===== src/rtl/cipher_dispatch.sv =====
// Buffers the serial message stream in a FIFO and forwards each whole message,
// token included, to the selected decryption engine, waiting out the engine's busy.
module cipher_dispatch #(
  parameter int                 D_WIDTH                = 8,
  parameter int                 DEPTH                  = 64,
  parameter logic [D_WIDTH-1:0] START_DECRYPTION_TOKEN = 8'hFA,
  parameter int                 BUSY_TIMEOUT           = 4
) (
  input  logic               clk,
  input  logic               rst_n,
  input  logic [D_WIDTH-1:0] data_i,
  input  logic               valid_i,
  input  logic [1:0]         sel_i,
  output logic               ready_o,
  input  logic [2:0]         busy_i,
  output logic [D_WIDTH-1:0] data_o,
  output logic [2:0]         valid_o,
  output logic               dropped_o,
  output logic               busy_o
);

  localparam int AW = $clog2(DEPTH);
  localparam int CW = AW + 1;
  localparam int EW = D_WIDTH + 2;
  localparam int TW = $clog2(BUSY_TIMEOUT) + 1;

  typedef enum logic [2:0] {IDLE, SEND, WAIT_BUSY, WAIT_DONE, DROP} state_t;

  // The head entry must be visible in the same cycle it is popped, so reads are asynchronous.
  logic [EW-1:0]      mem [DEPTH];
  logic [AW-1:0]      wr_ptr;
  logic [AW-1:0]      rd_ptr;
  logic [CW-1:0]      count;
  logic               full;
  logic               empty;
  logic               push;
  logic               pop;
  logic [EW-1:0]      head;
  logic [1:0]         head_sel;
  logic [D_WIDTH-1:0] head_data;
  logic [3:0]         busy_ext;

  state_t             state;
  logic [1:0]         cur_sel;
  logic [TW-1:0]      timer;

  function automatic logic [2:0] one_hot(input logic [1:0] s);
    logic [2:0] r;
    r = 3'b000;
    case (s)
      2'd0:    r = 3'b001;
      2'd1:    r = 3'b010;
      2'd2:    r = 3'b100;
      default: r = 3'b000;
    endcase
    return r;
  endfunction

  assign full      = (count == CW'(DEPTH));
  assign empty     = (count == '0);
  assign ready_o   = !full;
  assign push      = valid_i && !full;
  assign pop       = !empty && ((state == SEND) || (state == DROP));
  assign head      = mem[rd_ptr];
  assign head_sel  = head[EW-1 -: 2];
  assign head_data = head[D_WIDTH-1:0];
  assign busy_ext  = {1'b0, busy_i};
  assign busy_o    = !empty || (state != IDLE);

  always_ff @(posedge clk) begin
    if (push) mem[wr_ptr] <= {sel_i, data_i};
  end

  always_ff @(posedge clk) begin
    if (!rst_n) begin
      wr_ptr <= '0;
      rd_ptr <= '0;
      count  <= '0;
    end else begin
      if (push) wr_ptr <= wr_ptr + 1'b1;
      if (pop)  rd_ptr <= rd_ptr + 1'b1;
      case ({push, pop})
        2'b10:   count <= count + 1'b1;
        2'b01:   count <= count - 1'b1;
        default: count <= count;
      endcase
    end
  end

  always_ff @(posedge clk) begin
    if (!rst_n) begin
      state     <= IDLE;
      cur_sel   <= 2'd0;
      timer     <= '0;
      data_o    <= '0;
      valid_o   <= 3'b000;
      dropped_o <= 1'b0;
    end else begin
      valid_o   <= 3'b000;
      dropped_o <= 1'b0;
      case (state)
        IDLE: begin
          if (!empty) begin
            cur_sel <= head_sel;
            if (head_sel == 2'd3)          state <= DROP;
            else if (!busy_ext[head_sel])  state <= SEND;
          end
        end
        SEND: begin
          if (!empty) begin
            data_o  <= head_data;
            valid_o <= one_hot(cur_sel);
            if (head_data == START_DECRYPTION_TOKEN) begin
              state <= WAIT_BUSY;
              timer <= '0;
            end
          end
        end
        WAIT_BUSY: begin
          // An engine that never raises busy (empty/invalid message) must not stall the stream.
          if (busy_ext[cur_sel])                   state <= WAIT_DONE;
          else if (timer == TW'(BUSY_TIMEOUT - 1)) state <= IDLE;
          else                                     timer <= timer + 1'b1;
        end
        WAIT_DONE: begin
          if (!busy_ext[cur_sel]) state <= IDLE;
        end
        DROP: begin
          if (!empty && (head_data == START_DECRYPTION_TOKEN)) begin
            dropped_o <= 1'b1;
            state     <= IDLE;
          end
        end
        default: state <= IDLE;
      endcase
    end
  end

endmodule

===== config.mk =====
export PLATFORM = sky130hd
export DESIGN_NAME = cipher_dispatch
export DESIGN_NICKNAME = d
export VERILOG_FILES = /design/src/rtl/cipher_dispatch.sv
export SDC_FILE = /design/constraint.sdc
export NUM_CORES = 1
export LEC_CHECK = 0
export CORE_UTILIZATION = 56
export DETAILED_ROUTE_END_ITERATION = 12
export PLACE_DENSITY = 0.75
export SYNTH_ARGS = -nofsm -noshare
export SYNTH_HDL_FRONTEND = slang
export SYNTH_SLANG_ARGS = --single-unit
export TNS_END_PERCENT = 20

===== constraint.sdc =====
create_clock -name clk -period 3.35 [get_ports clk]
set_input_delay 0.8375 -clock clk [delete_from_list [all_inputs] [get_ports clk]]
set_output_delay 0.8375 -clock clk [all_outputs]
set_load 0.1 [all_outputs]

==> results, run 1 <==
- After clock tree synthesis, the clock-pin slew on the worst setup and hold paths is 60 ps.
- The total power per unit cell area is 656 nW/um^2.
- Clock latency on the worst-skew pair, taken at its later pin, is 610 ps.
- The largest clock skew in the final design is 29.2 ps.
- The number of global-route vias before repair is 14613.
- The number of buffers and inverters on the critical path is 1.
- The via density per instance is 6.48.
- The number of synthesized flops with an enable pin is 640.
- The area growth from synthesis to layout is 16.2%.
- The total via count in the routed design is 14518.
- The max-slew violation total from the final report is 0.
- The cell count after synthesis is 1367.
- The clock sink count is 685.
- The leakage component of the power is 10.2 nW.
- The number of cells on the worst hold path is 2.
- For this configuration, the core starts out at a cell density of 0.574.
- Of all flip-flops after synthesis, the portion carrying an async set or reset was 0.
- The filler cells instantiated in the layout total 2885.
- The row count is 79.
- The I/O pin count is 30.
- The required time at the worst-slack endpoint is 3880 ps.
- The number of register bits inferred by synthesis is 685.
- The arrival time at the worst endpoint is 3790 ps.
- The number of distinct library cells after synthesis is 65.
- The critical path depth in cells is 9.
- The number of hold buffers added after CTS was 0.
- The class of the tightest hold or removal check is register to register.
- In this design, the stage delay of the slowest critical-path cell is 610 ps.
- The clock passes through at most 3 buffers.
- Dividing the synthesized area by the synthesized cell count gives 19.7 um^2.
- The total wire length after detailed routing is 64500 um.
- The number of max-capacitance violations reported is 0.
- The final period utilization is 0.972.
- The largest voltage drop on the vdd net is 0.000444 V.
- Counting the buffers created by CTS gives 68.
- The worst setup slack for register-to-register paths is 90 ps.
- On the final layout, the worst hold slack is 471 ps.
- The largest individual stage delay along the critical path comes from the cell sky130_fd_sc_hd__dfxtp_2.
- The H-tree depth is 3.
- In the final timing run, aggregate negative setup slack is 0 ps.
- The share of the Yosys chip area taken by registers is 0.747.
- Along the worst path, the maximum fanout reaches 15.
- The flow ran to the end, and the final reports show no timing, DRC or antenna violations.
- The floorplan die area is 49000 um^2.
- Setup violations remaining at the end of the flow were counted as 0.
- At the pin with the least slew margin, the transition time is 1330 ps.
- STA classifies the critical path startpoint as a register.
- The worst path needs 3260 ps of the cycle, external delays included.
- The total number of nets in the final design is 1606.
- In the final layout, the share of cells above drive strength 1 is 0.299.
- TritonCTS built the clock tree.
- The final core utilization is 0.667.
- The number of hold violations in the final report came to 0.
- The most used flip-flop cell after synthesis is sky130_fd_sc_hd__edfxtp_1.
- The vertical extent of the die is 221 um.
- The count of antenna diodes in the layout is 0.
- The cell depth of the worst flop-to-flop path is 9.
- The share of total power dissipated in sequential elements is 0.467.
- The length of the first detailed-routing pass in iterations is 6.
- The number of antenna violations at the first check in global routing is 1.
- The number of nets handed over by synthesis was 1394.
- The floorplan die width is 221 um.
- The power share of the combinational group is 0.167.
- The total global routing track utilization is 0.269.
- The routability congestion estimate from global placement is 0.964.
- The cell family contributing the most delay on the critical path is compound AO/OA/AOI/OAI gates.
- The wire length per cell after detailed routing is 28.8 um.
- The number of warnings printed during yosys synthesis is 0.
- STA classifies the critical path endpoint as a register.
- The cell area after layout is 31300 um^2.
- The core area is 47000 um^2.
- The post-synthesis cell area is 26900 um^2.
- The category of the most critical setup path is register to register.
- For this run, the top clock speed supported by timing is 0.307 GHz.
- The pin count of the biggest net entering global routing is 65.
- Traced cell by cell, the critical path runs through or2_2, o22ai_1, o21ai_0, a22oi_1, buf_4, a211oi_2, a31oi_1, a221o_1, a21oi_1.
- Of the total power, the share spent switching nets is 0.253.
- The worst register-to-register path ends at state[0].
- The count of input and output buffers is 29.
- In the routed design, unresolved DRC markers number 0.
- The startpoint of the lowest-slack hold path is timer[1].
- The root buffer selected by CTS is sky130_fd_sc_hd__clkbuf_16.
- For hold timing, the worst endpoint is timer[1].
- The detailed router finished its first iteration with 2065 violations.
- After global routing the overflow that remains totals 0.
- The internal power summed over all cells is 0.0153 W.
- The share of power burned in the clock network is 0.366.
- The wire length of the first global-routing pass is 95400 um.
- The relative slew slack is 0.116.
- In this run the cell area measured after placement is 28900 um^2.
- The half-perimeter wire length after detailed placement is 40100 um.
- Summed over all nets, the switching power comes to 0.00520 W.
- The detail route stage leaves a number of antenna-violating nets equal to 0.
## cells in the mapped netlist (5+ instances only)
cell type,n,area share
sky130_fd_sc_hd__or3b_2,5,0.0016
sky130_fd_sc_hd__buf_2,22,0.0041
sky130_fd_sc_hd__a22oi_1,14,0.0039
sky130_fd_sc_hd__o21ai_0,12,0.0022
sky130_fd_sc_hd__inv_1,16,0.0022
sky130_fd_sc_hd__xor2_1,8,0.0026
sky130_fd_sc_hd__o22ai_1,19,0.0044
sky130_fd_sc_hd__dfxtp_1,45,0.033
sky130_fd_sc_hd__ha_1,10,0.0046
sky130_fd_sc_hd__a211oi_1,9,0.0025
sky130_fd_sc_hd__nand2_1,44,0.0061
sky130_fd_sc_hd__a221oi_1,5,0.0016
sky130_fd_sc_hd__nand3b_1,8,0.0022
sky130_fd_sc_hd__nand3_1,21,0.0039
sky130_fd_sc_hd__edfxtp_1,640,0.71
sky130_fd_sc_hd__nor3_1,9,0.0017
sky130_fd_sc_hd__clkbuf_1,26,0.0036
sky130_fd_sc_hd__mux4_1,13,0.013
sky130_fd_sc_hd__buf_6,5,0.0021
sky130_fd_sc_hd__nor2_1,116,0.016
sky130_fd_sc_hd__xnor2_1,5,0.0016
sky130_fd_sc_hd__buf_1,5,0.00070
sky130_fd_sc_hd__o221ai_1,13,0.0042
sky130_fd_sc_hd__nor2b_1,10,0.0023
sky130_fd_sc_hd__mux4_2,147,0.12
sky130_fd_sc_hd__a21oi_1,18,0.0033
sky130_fd_sc_hd__o31ai_1,5,0.0014
sky130_fd_sc_hd__nand2b_1,9,0.0021
sky130_fd_sc_hd__mux2i_1,38,0.014
sky130_fd_sc_hd__buf_4,10,0.0028
## state kept, by name (all words and copies together) (netlist names), named ones only
signal,flops
count,7
state,3
dropped_o,1
mem,640
valid_o,3
data_o,8
wr_ptr,6
rd_ptr,6
cur_sel,2
timer,3
## cells by family after synthesis
kind of cell               count (synthesis)  share of synthesized area
xor gates and xnor gates                  13                    0.00423
buffers and inverters                     89                     0.0174
DFF                                      685                      0.747
adders and majority gates                 11                    0.00539
muxes                                    200                      0.151
AOI/OAI and AO/OA                        123                     0.0327
and+or+nand+nor                          246                     0.0427
## worst register-to-register path, delay by kind of cell, from the launching register on
family | cells | cell delay, ps
and+or+nand+nor | 1 | 450
buffers and inverters | 1 | 210
DFF | 1 | 610
AOI/OAI and AO/OA | 7 | 1890
## cells in the final DEF (no fill, tap or decap), types with 4 or more instances in the layout
master,instances
sky130_fd_sc_hd__clkdlybuf4s50_1,5
sky130_fd_sc_hd__a311oi_1,4
sky130_fd_sc_hd__ha_1,9
sky130_fd_sc_hd__a22oi_1,14
sky130_fd_sc_hd__nor2b_1,10
sky130_fd_sc_hd__edfxtp_1,640
sky130_fd_sc_hd__nor3_1,9
sky130_fd_sc_hd__clkinv_2,13
sky130_fd_sc_hd__xnor2_1,5
sky130_fd_sc_hd__nand2_1,44
sky130_fd_sc_hd__mux4_1,13
sky130_fd_sc_hd__clkbuf_16,71
sky130_fd_sc_hd__bufinv_16,5
sky130_fd_sc_hd__mux4_2,147
sky130_fd_sc_hd__or3b_2,5
sky130_fd_sc_hd__o21ai_0,11
sky130_fd_sc_hd__buf_12,11
sky130_fd_sc_hd__o221ai_1,13
sky130_fd_sc_hd__a211oi_1,9
sky130_fd_sc_hd__nand2b_1,9
sky130_fd_sc_hd__a221oi_1,5
sky130_fd_sc_hd__dfxtp_2,6
sky130_fd_sc_hd__clkinv_1,9
sky130_fd_sc_hd__or2_2,4
sky130_fd_sc_hd__a21oi_1,17
sky130_fd_sc_hd__buf_4,186
sky130_fd_sc_hd__o31ai_1,5
sky130_fd_sc_hd__xor2_1,8
sky130_fd_sc_hd__nand3_1,19
sky130_fd_sc_hd__clkbuf_1,15
sky130_fd_sc_hd__dfxtp_1,36
sky130_fd_sc_hd__nand3b_1,8
sky130_fd_sc_hd__mux2i_1,38
sky130_fd_sc_hd__nor2_1,116
sky130_fd_sc_hd__inv_1,16
sky130_fd_sc_hd__o22ai_1,19
sky130_fd_sc_hd__buf_2,10
## per-layer routing
layer  routed length (um)  track usage  share of wire  up-vias
met5                    0            0              0        -
met4                 2260        0.105          0.035        0
met3                 6240       0.0562          0.097      132
met2                30400        0.415           0.47      878
met1                25600        0.381           0.40     7478
li1                     -            -              -     6030
## final cells by class
type,instances,area [um^2],share of cell area
timing repair buffer,213,1730,0.0553
sequential,685,20100,0.643
clock buffer,88,1860,0.0594
tap,607,759,0.0243
clock inverter,36,343,0.0110
inverter,18,67.6,0.00216
multi-input combinational,593,6410,0.205
## power by group through the flow
stage                     Clock [W]  Combinational [W]  Sequential (W)
after detailed placement          0            0.00321         0.00981
after floorplan                   0            0.00213         0.00991
after global placement            0            0.00316         0.00981
after CTS                   0.00759            0.00325         0.00963
final                       0.00751            0.00343         0.00959
after global routing        0.00791            0.00362         0.00960
## per-stage QoR
step | worst slack (ps) | total power (W) | std cells
2_1_floorplan | 7.73 | 0.0120 | 1367
3_3_place_gp | -172 | 0.0130 | 2100
3_5_place_dp | -196 | 0.0130 | 2100
4_1_cts | 4.80 | 0.0205 | 2224
5_1_grt | -70.1 | 0.0211 | 2240
6_report | 93.5 | 0.0205 | 2240
## repair_timing
action	in CTS	in global routing
setup endpoints to repair	1	7
hold endpoints to repair	0	0
gates resized for setup	1	12
pin swaps	0	3
buffers inserted	0	16
## worst max path at each step
stage             start   endpoint  slack [ps]
2_1_floorplan  count[0]   count[6]           8
3_3_place_gp    valid_i   count[6]        -170
3_5_place_dp    valid_i   count[6]        -200
4_1_cts        register  dropped_o           5
5_1_grt        count[5]   count[6]         -70
6_report       register   state[0]          90
Note: power is estimated with default switching activity, not from simulation.
==> run 2: changes to the inputs <==
- SETUP_SLACK_MARGIN: unset -> 0.4
==> results, run 2 (same netlist as run 1, synthesis figures left out) <==
- The wire length of the first global-routing pass was 95900 um (was 95400 um).
- The cell depth of the worst flop-to-flop path is 11 (was 9).
- The root buffer selected by CTS is sky130_fd_sc_hd__clkbuf_16 (unchanged).
- The category of the most critical setup path is register to register (unchanged).
- The H-tree depth is 3 (unchanged).
- The number of max-capacitance violations reported is 0 (unchanged).
- The class of the tightest hold or removal check is register to register (unchanged).
- Result of the run: complete, no violations (unchanged).
- The floorplan die width is 221 um (unchanged).
- The sum of negative setup slack is 0 ps (unchanged).
- The relative slew slack is 0.171 (was 0.116).
- The total wire length after detailed routing is 65200 um (was 64500 um).
- The worst setup slack for register-to-register paths is 280 ps (was 90 ps).
- The number of antenna violations at the first check in global routing is 1 (unchanged).
- The pin count of the biggest net entering global routing is 65 (unchanged).
- The total number of nets in the final design was 1624 (was 1606).
- The post-layout total power is 0.0206 W (was 0.0205 W).
- The capture point of the critical path is timer[0] (was state[0]).
- The floorplan die area was 49000 um^2 (unchanged).
- The slew of the pin with the lowest slew margin is 1240 ps (was 1330 ps).
- The cell area after layout is 31800 um^2 (was 31300 um^2).
- The largest clock skew in the final design is 23.9 ps (was 29.2 ps).
- The half-perimeter wire length after detailed placement is 40700 um (was 40100 um).
- The clock tree from TritonCTS is done (unchanged).
- The leakage component of the power is 10.3 nW (was 10.2 nW).
- The fraction of final layout cells with drive strength greater than 1 was 0.323 (was 0.299).
- The length of the first detailed-routing pass in iterations is 5 (was 6).
- The area growth from synthesis to layout is 17.9% (was 16.2%).
- The count of input and output buffers came to 29 (unchanged).
- The core area is 47000 um^2 (unchanged).
- The number of DRC markers after the initial detailed-route iteration is 2226 (was 2065).
- The endpoint of the worst-slack reg-to-reg timing path is timer[0] (was state[0]).
- The worst slack on hold paths is 475 ps (was 471 ps).
- Setup repair after global routing could not meet its margin everywhere.
- The max-slew violation total from the final report is 0 (unchanged).
- Most used cells in the layout excluding fill and tap cells: 640 x sky130_fd_sc_hd__edfxtp_1, 187 x sky130_fd_sc_hd__buf_4, 148 x sky130_fd_sc_hd__mux4_2, 115 x sky130_fd_sc_hd__nor2_1, 75 x sky130_fd_sc_hd__clkbuf_16 (was 640 x sky130_fd_sc_hd__edfxtp_1, 186 x sky130_fd_sc_hd__buf_4, 147 x sky130_fd_sc_hd__mux4_2, 116 x sky130_fd_sc_hd__nor2_1, 71 x sky130_fd_sc_hd__clkbuf_16).
- The cell area after placement was 29000 um^2 (was 28900 um^2).
- The I/O pin count is 30 (unchanged).
- The top register by number of flip-flops is mem (unchanged).
- The final period utilization is 0.916 (was 0.972).
- The critical path endpoint category is a register (unchanged).
- The count of nets left with antenna violations after detail routing was 0 (unchanged).
- The clock network latency to the later pin of the worst-skew pair came to 590 ps (was 610 ps).
- The count of antenna diodes in the layout came to 0 (unchanged).
- The total global routing track utilization is 0.270 (was 0.269).
- The maximum fanout along the worst path is 8 (was 15).
- The flip-flop count of the largest register after layout is 640 (unchanged).
- The clock sink count is 685 (unchanged).
- The row count came to 79 (unchanged).
- The total power per unit cell area came to 649 nW/um^2 (was 656 nW/um^2).
- The number of buffers added by the clock tree synthesis step is 69 (was 68).
- The number of hold violations in the final report is 0 (unchanged).
- The number of failing setup endpoints in the final timing report is 0 (unchanged).
- Top flop regs: mem (640), data_o (8), count (7) (unchanged).
- The clock slew at the register clock pins of the worst setup and hold paths came to 60 ps (about the same).
- The routability congestion estimate from global placement is 0.967 (was 0.964).
- The wire length per cell after detailed routing is 28.9 um (was 28.8 um).
- The final critical-path required period is 3070 ps (was 3260 ps).
- The total via count in the routed design is 14600 (was 14518).
- The hold buffer count at cts came to 0 (unchanged).
- The non-filler instance count after layout is 2253 (was 2240).
- The maximum clock path buffer count is 3 (unchanged).
- The most common library cell in the layout ignoring fill and taps is sky130_fd_sc_hd__edfxtp_1 (unchanged).
- The largest voltage drop on the vdd net is 0.000365 V (was 0.000444 V).
- The required time at the worst-slack endpoint is 3870 ps (was 3880 ps).
- The arrival time at the worst endpoint came to 3590 ps (was 3790 ps).
- The starting density of the core came to 0.574 (unchanged).
- The number of global-route vias before repair is 14442 (was 14613).
- The vertical extent of the die is 221 um (unchanged).
- The overall overflow remaining after global route is 0 (unchanged).
- The nature of the critical path startpoint is a register (unchanged).
- The via density per instance was 6.48 (about the same).
- The top achievable clock speed is 0.326 GHz (was 0.307 GHz).
- The total placed cells including tap cells is 2101 (was 2100).
- The DRC violations left is 0 (unchanged).
-- run 2: how the worst min path moves through the flow --
stage | from | endpoint | slack [ps] | cells after the start
after floorplan | timer[2] | timer[2] | 430 | 2
after global placement | timer[2] | timer[2] | 450 | 2
after detailed placement | timer[1] | timer[1] | 470 | 2
after CTS | timer[1] | timer[1] | 480 | 2
after global routing | timer[2] | timer[2] | 500 | 2
final | timer[2] | timer[2] | 480 | 2
-- run 2: power breakdown --
group	switching, W	internal, W	total, W
clock	0.00300	0.00412	0.00712
combinational	0.00204	0.00184	0.00388
sequential	0.000132	0.00947	0.00961
-- run 2: layer usage --
| metal | track usage | vias up | part of all wire |
|---|---|---|---|
| met5 | 0 | - | 0.00017 |
| met4 | 0.112 | 2 | 0.039 |
| met3 | 0.0629 | 179 | 0.11 |
| met2 | 0.412 | 894 | 0.47 |
| met1 | 0.381 | 7468 | 0.38 |
| li1 | - | 6057 | - |
-- run 2: per-stage QoR --
step                setup slack (ps)  utilization
global route                     189        0.676
detailed placement              25.5        0.618
CTS                              325        0.671
global placement                13.3        0.618
finish                           280        0.676
floorplan                        413            -
-- run 2: worst max-delay path, cell delays in order (launching register included) --
cell                       delay [ps]
sky130_fd_sc_hd__dfxtp_4          390
sky130_fd_sc_hd__buf_12           170
sky130_fd_sc_hd__buf_12           150
sky130_fd_sc_hd__mux4_2           400
sky130_fd_sc_hd__o221ai_1         160
sky130_fd_sc_hd__o21ai_1          280
sky130_fd_sc_hd__a22oi_1          180
sky130_fd_sc_hd__buf_4            180
sky130_fd_sc_hd__nor4_4           370
sky130_fd_sc_hd__nand4_1          240
sky130_fd_sc_hd__a21oi_4          260
sky130_fd_sc_hd__mux2i_1          220
-- run 2: final cells by class --
type,count,area [um^2]
clock inverters,21,115
clock buffers,99,1960
fillers,2806,15200
repair buffers,230,2080
well taps,607,759
multi-input cells,593,6630
flip-flops and latches,685,20100
inverters,18,72.6
-- run 2: what timing repair did --
action	CTS	global route
cloned	1	1
resized for setup	39	25
hold endpoints to repair	0	0
pin swaps	13	13
setup buffers	19	11
endpoints found under the setup margin	8	9
